<file path="config.mk">
export PLATFORM = sky130hd
export DESIGN_NAME = uart_receiver
export DESIGN_NICKNAME = d
export VERILOG_FILES = /design/src/rtl/uart_receiver.sv
export SDC_FILE = /design/constraint.sdc
export NUM_CORES = 1
export LEC_CHECK = 0
export CAP_MARGIN = 20
export CORE_MARGIN = 4
export CORE_UTILIZATION = 65
export DETAILED_ROUTE_END_ITERATION = 6
export DONT_BUFFER_PORTS = 1
export PLACE_DENSITY_LB_ADDON = 0.05
export SLEW_MARGIN = 20
export SYNTH_ARGS = -nofsm -noshare
export SYNTH_HDL_FRONTEND = slang
export SYNTH_SLANG_ARGS = --single-unit
</file>
<file path="constraint.sdc">
create_clock -name clk -period 6 [get_ports clk]
set_input_delay 1.8 -clock clk [delete_from_list [all_inputs] [get_ports clk]]
set_output_delay 1.8 -clock clk [all_outputs]
set_load 0.01 [all_outputs]
</file>
<file path="src/rtl/uart_receiver.sv">
// Oversampling UART receiver: 8N1 or 8+parity frames, sampled mid-bit on ticks
// taken from the rising edges of the baud generator's oversample clock.
module uart_receiver #(
  parameter int DATA_WIDTH = 8,
  parameter bit PARITY_EN  = 1'b0,
  parameter bit PARITY_ODD = 1'b0
) (
  input  logic                  clk,
  input  logic                  rst,
  input  logic                  baud_rx,
  input  logic [7:0]            prescale,
  input  logic                  rx_serial,
  output logic [DATA_WIDTH-1:0] rx_data,
  output logic                  rx_valid,
  output logic                  parity_err,
  output logic                  frame_err,
  output logic                  busy
);
  localparam int BW = (DATA_WIDTH > 1) ? $clog2(DATA_WIDTH) : 1;

  typedef enum logic [2:0] {
    IDLE, START, DATA, PARITY, STOP, WAIT_IDLE
  } state_t;

  state_t                  state_q, state_d;
  logic                    rx_meta_q, rx_meta_d;
  logic                    rxs_q, rxs_d;
  logic                    baud_q, baud_d;
  logic [7:0]              tick_cnt_q, tick_cnt_d;
  logic [BW-1:0]           bit_cnt_q, bit_cnt_d;
  logic [7:0]              pre_l_q, pre_l_d;
  logic [DATA_WIDTH-1:0]   shift_q, shift_d;
  logic                    par_q, par_d;
  logic [DATA_WIDTH-1:0]   rx_data_q, rx_data_d;
  logic                    rx_valid_q, rx_valid_d;
  logic                    parity_err_q, parity_err_d;
  logic                    frame_err_q, frame_err_d;
  logic                    tick;
  logic [7:0]              cnt_inc;
  logic                    bit_done;

  assign tick     = baud_rx & ~baud_q;
  assign cnt_inc  = tick_cnt_q + 8'd1;
  assign bit_done = tick && (cnt_inc == pre_l_q);

  always_comb begin
    state_d      = state_q;
    rx_meta_d    = rx_serial;
    rxs_d        = rx_meta_q;
    baud_d       = baud_rx;
    tick_cnt_d   = tick_cnt_q;
    bit_cnt_d    = bit_cnt_q;
    pre_l_d      = pre_l_q;
    shift_d      = shift_q;
    par_d        = par_q;
    rx_data_d    = rx_data_q;
    rx_valid_d   = 1'b0;
    parity_err_d = 1'b0;
    frame_err_d  = 1'b0;

    case (state_q)
      IDLE: begin
        // A prescale below 2 cannot place a mid-bit sample, so the line is ignored.
        if (!rxs_q && (prescale >= 8'd2)) begin
          state_d    = START;
          tick_cnt_d = 8'd0;
          pre_l_d    = prescale;
        end
      end
      START: begin
        if (tick) begin
          tick_cnt_d = cnt_inc;
          if (cnt_inc == {1'b0, pre_l_q[7:1]}) begin
            tick_cnt_d = 8'd0;
            bit_cnt_d  = '0;
            state_d    = rxs_q ? IDLE : DATA;
          end
        end
      end
      DATA: begin
        if (tick) tick_cnt_d = cnt_inc;
        if (bit_done) begin
          shift_d[bit_cnt_q] = rxs_q;
          tick_cnt_d         = 8'd0;
          if (bit_cnt_q == BW'(DATA_WIDTH - 1)) begin
            bit_cnt_d = '0;
            state_d   = PARITY_EN ? PARITY : STOP;
          end else begin
            bit_cnt_d = bit_cnt_q + 1'b1;
          end
        end
      end
      PARITY: begin
        if (tick) tick_cnt_d = cnt_inc;
        if (bit_done) begin
          par_d      = rxs_q;
          tick_cnt_d = 8'd0;
          state_d    = STOP;
        end
      end
      STOP: begin
        if (tick) tick_cnt_d = cnt_inc;
        if (bit_done) begin
          tick_cnt_d = 8'd0;
          rx_data_d  = shift_q;
          if (!rxs_q) begin
            frame_err_d = 1'b1;
            state_d     = WAIT_IDLE;
          end else if (PARITY_EN && ((^shift_q) ^ par_q ^ PARITY_ODD)) begin
            parity_err_d = 1'b1;
            state_d      = IDLE;
          end else begin
            rx_valid_d = 1'b1;
            state_d    = IDLE;
          end
        end
      end
      WAIT_IDLE: begin
        // Hold off until the line recovers so a break is not read as a new start bit.
        if (rxs_q) state_d = IDLE;
      end
      default: state_d = IDLE;
    endcase
  end

  always_ff @(posedge clk or posedge rst) begin
    if (rst) begin
      state_q      <= IDLE;
      rx_meta_q    <= 1'b1;
      rxs_q        <= 1'b1;
      baud_q       <= 1'b0;
      tick_cnt_q   <= 8'd0;
      bit_cnt_q    <= '0;
      pre_l_q      <= 8'd0;
      shift_q      <= '0;
      par_q        <= 1'b0;
      rx_data_q    <= '0;
      rx_valid_q   <= 1'b0;
      parity_err_q <= 1'b0;
      frame_err_q  <= 1'b0;
    end else begin
      state_q      <= state_d;
      rx_meta_q    <= rx_meta_d;
      rxs_q        <= rxs_d;
      baud_q       <= baud_d;
      tick_cnt_q   <= tick_cnt_d;
      bit_cnt_q    <= bit_cnt_d;
      pre_l_q      <= pre_l_d;
      shift_q      <= shift_d;
      par_q        <= par_d;
      rx_data_q    <= rx_data_d;
      rx_valid_q   <= rx_valid_d;
      parity_err_q <= parity_err_d;
      frame_err_q  <= frame_err_d;
    end
  end

  assign rx_data    = rx_data_q;
  assign rx_valid   = rx_valid_q;
  assign parity_err = parity_err_q;
  assign frame_err  = frame_err_q;
  assign busy       = (state_q != IDLE);

endmodule

</file>
==> results.json <==
{
  "status": "complete, no violations",
  "die_area_um2": 4837,
  "critical_path.max_fanout": 11,
  "cp.required_ps": 6170,
  "dp_hpwl_um": 3425,
  "rsz0062_at_grt": "false",
  "post_cts_buffers": 0,
  "synth_most_common_cell": "dfrtp_1",
  "async_flop_share": 1.000,
  "antenna_found_initial": 0,
  "clock-skew-final_ps": 4.653,
  "fin_area_um2": 2592,
  "gr-total-overflow": 0,
  "diodes": 0,
  "endpoint": "tick_cnt_q[2]$_DFFE_PP0P_",
  "placedCellCount": 254,
  "hold_path_class": "flip-flop to flip-flop",
  "ys_top_cells_by_count": "dfrtp_1, mux2_2, nand2_1",
  "synth.cell_area_um2": 2462,
  "powerDensity_nw_per_um2": 361.0,
  "grt_first_pass_wirelength_um": 8162,
  "crit_path_end_kind": "flip-flop",
  "via_per_inst": 6.324,
  "r2r_end": "tick_cnt_q[2]$_DFFE_PP0P_",
  "cts_buffers": 5,
  "start_util": 0.6726,
  "cp_slowest_cell": "a22oi_1",
  "synth_top_area_cell": "dfrtp_1",
  "n_fill_cell": 271,
  "htree_num_levels": 2,
  "tns_ps": 0,
  "worstSetupStartpoint": "baud_rx",
  "min_period_ps": 3623,
  "tightest_slew_ps": 917.2,
  "period_share": 0.6038,
  "grt_max_degree": 24,
  "clock-sinks": 43,
  "avgSynthCellArea_um2": 11.24,
  "post_drt_wl_per_cell_um": 17.68,
  "synthToLayoutAreaGrowth_pct": 5.285,
  "first_pass_iters": 4,
  "final_cells": 262,
  "slew_headroom": 0.3857,
  "arrival_ps": 3800,
  "yosys_warnings": 0,
  "drt_first_iter_violations": 108,
  "ys_ff_latch": 43,
  "cp-start-kind": "primary input",
  "synth_edf_count": 0,
  "synth_top_area_share": 0.4167,
  "hold_viol": 0,
  "cpPeakStageDelay_ps": 780,
  "grt_util_all_layers": 0.2103,
  "power.leakage_uw": 0.001175,
  "drv_cap": 0,
  "core_area_um2": 3661,
  "dr_total_vias": 1657,
  "drv_slew": 0,
  "gp_congestion": 0.8815,
  "setup_viol_count_final": 0,
  "ys_seq_area_frac": 0.4380,
  "ios": 24,
  "placed_area_um2": 2460,
  "clock_path_buffers": 2,
  "detail-route-antenna-nets": 0,
  "rows": 22,
  "die_h_um": 69.55,
  "hold_buffers": 0,
  "crit_type": "primary input to flip-flop",
  "port_buffers": 0,
  "vdd_drop_max_mv": 0.3166,
  "fin_nets": 228,
  "die_w_um": 69.55,
  "r2r-start": "tick_cnt_q[0]$_DFFE_PP0P_",
  "ctsResizeCount": 0,
  "drc": 0,
  "synth.top_cells.by_area": "dfrtp_1, mux2_2, xnor3_1",
  "timing.fmax_ghz": 0.2760,
  "postSynthCellCount": 219,
  "power_uw": 936.0,
  "wirelength_um": 4633,
  "grt_pass1_vias": 1662,
  "ys.flop_type": "dfrtp_1",
  "crit_chain": "and2b_1 > nand4_1 > nor3_2 > nand4_2 > a22oi_1 > nor4b_1 > a211o_1",
  "insertion_delay_ps": 290,
  "reg2reg_depth": 8,
  "clk_pin_slew_ps": 70,
  "synth_cell_types": 56,
  "syn-num-nets": 234,
  "rrSetupSlack_ps": 2950,
  "cts_tree": "built",
  "drive_above_1_share": 0.1776,
  "clockRootBuffer": "clkbuf_8"
}
## layer usage
layer / GRT usage / vias up / routed length (um)
li1: - / 790 / -
met1: 0.3012 / 814 / 2126
met2: 0.3146 / 46 / 2150
met3: 0.05942 / 7 / 302
met4: 0.05640 / 0 / 54
met5: 0 / - / 0
## metrics by stage
step / hold slack, ps / utilization / worst slack (ps)
after floorplan: 345.2 / - / 2551
after global routing: 368.1 / 0.7081 / 2200
final: 358.1 / 0.7081 / 2377
after detailed placement: 347.8 / 0.6719 / 2116
after CTS: 359.2 / 0.7081 / 2419
after global placement: 346.2 / 0.6719 / 2212
## worst min path at each step
stage / startpoint / to / cells past startpoint
2_1_floorplan: rx_meta_q$_DFF_PP1_ / rxs_q$_DFF_PP1_ / 0
3_3_place_gp: rx_meta_q$_DFF_PP1_ / rxs_q$_DFF_PP1_ / 0
3_5_place_dp: rx_meta_q$_DFF_PP1_ / rxs_q$_DFF_PP1_ / 0
4_1_cts: rx_meta_q$_DFF_PP1_ / rxs_q$_DFF_PP1_ / 0
5_1_grt: rx_meta_q$_DFF_PP1_ / rxs_q$_DFF_PP1_ / 0
6_report: rx_meta_q$_DFF_PP1_ / rxs_q$_DFF_PP1_ / 0
## area by class of cell
type | count | area, um2 | area share
Tap cell | 48 | 60.06 | 0.02317
Sequential cell | 43 | 1079 | 0.4160
Inverter | 3 | 11.26 | 0.004344
Multi-Input combinational cell | 159 | 1303 | 0.5024
Clock buffer | 6 | 72.57 | 0.02799
Timing Repair Buffer | 1 | 7.507 | 0.002896
Clock inverter | 2 | 60.06 | 0.02317
## power breakdown
part	internal [uW]	switching (uW)
Clock	166	91.6
Sequential	331	74.1
Combinational	153	120
Total	651	285
## cells in the final DEF (no fill, tap or decap), types with 2 or more instances in the layout
| cell | instances |
|---|---|
| dfrtp_1 | 41 |
| mux2_2 | 20 |
| nand2_1 | 11 |
| o21ai_0 | 9 |
| nor3_1 | 9 |
| nor2_1 | 8 |
| xnor2_1 | 8 |
| xnor3_1 | 6 |
| mux2_1 | 6 |
| nand3_1 | 5 |
| xor2_1 | 5 |
| clkbuf_8 | 5 |
| or3_1 | 4 |
| nand4_1 | 4 |
| nand4b_1 | 4 |
| nand2b_1 | 3 |
| and2_1 | 3 |
| inv_1 | 3 |
| and3_1 | 3 |
| a211oi_1 | 3 |
| nor4_1 | 3 |
| a211o_1 | 3 |
| a21o_1 | 3 |
| ha_1 | 3 |
| nor2_2 | 2 |
| nand4_2 | 2 |
| o211ai_1 | 2 |
| and4_1 | 2 |
| nor2b_1 | 2 |
| o31ai_1 | 2 |
| nor4b_1 | 2 |
| and4bb_1 | 2 |
| nor3b_1 | 2 |
| bufinv_16 | 2 |
| dfstp_2 | 2 |
## logic make-up (layout without fill, tap and decap cells)
logic type / after synthesis / in the layout / share of synthesized area
AOI/OAI and AO/OA: 32 / 32 / 0.09146
buffers and inverters: 17 / 12 / 0.03303
xor gates and xnor gates: 19 / 19 / 0.1011
DFF: 43 / 43 / 0.4380
adders and majority gates: 3 / 3 / 0.01525
other: 1 / 1 / 0.001523
muxes: 27 / 27 / 0.1230
and+or+nand+nor: 77 / 77 / 0.1966
## state kept, by name, summed over array words and instances (netlist names)
name,count
baud_q,1
bit_cnt_q,3
frame_err,1
pre_l_q,8
rx_data,8
rx_meta_q,1
rx_valid,1
rxs_q,1
shift_q,8
state_q,3
tick_cnt_q,8
## critical path: cells and delay by family
| family | cells | cell delay [ps] |
|---|---|---|
| AOI/OAI and AO/OA | 2 | 1080 |
| and+or+nand+nor | 5 | 910 |
Power figures use the tool's default switching activity.
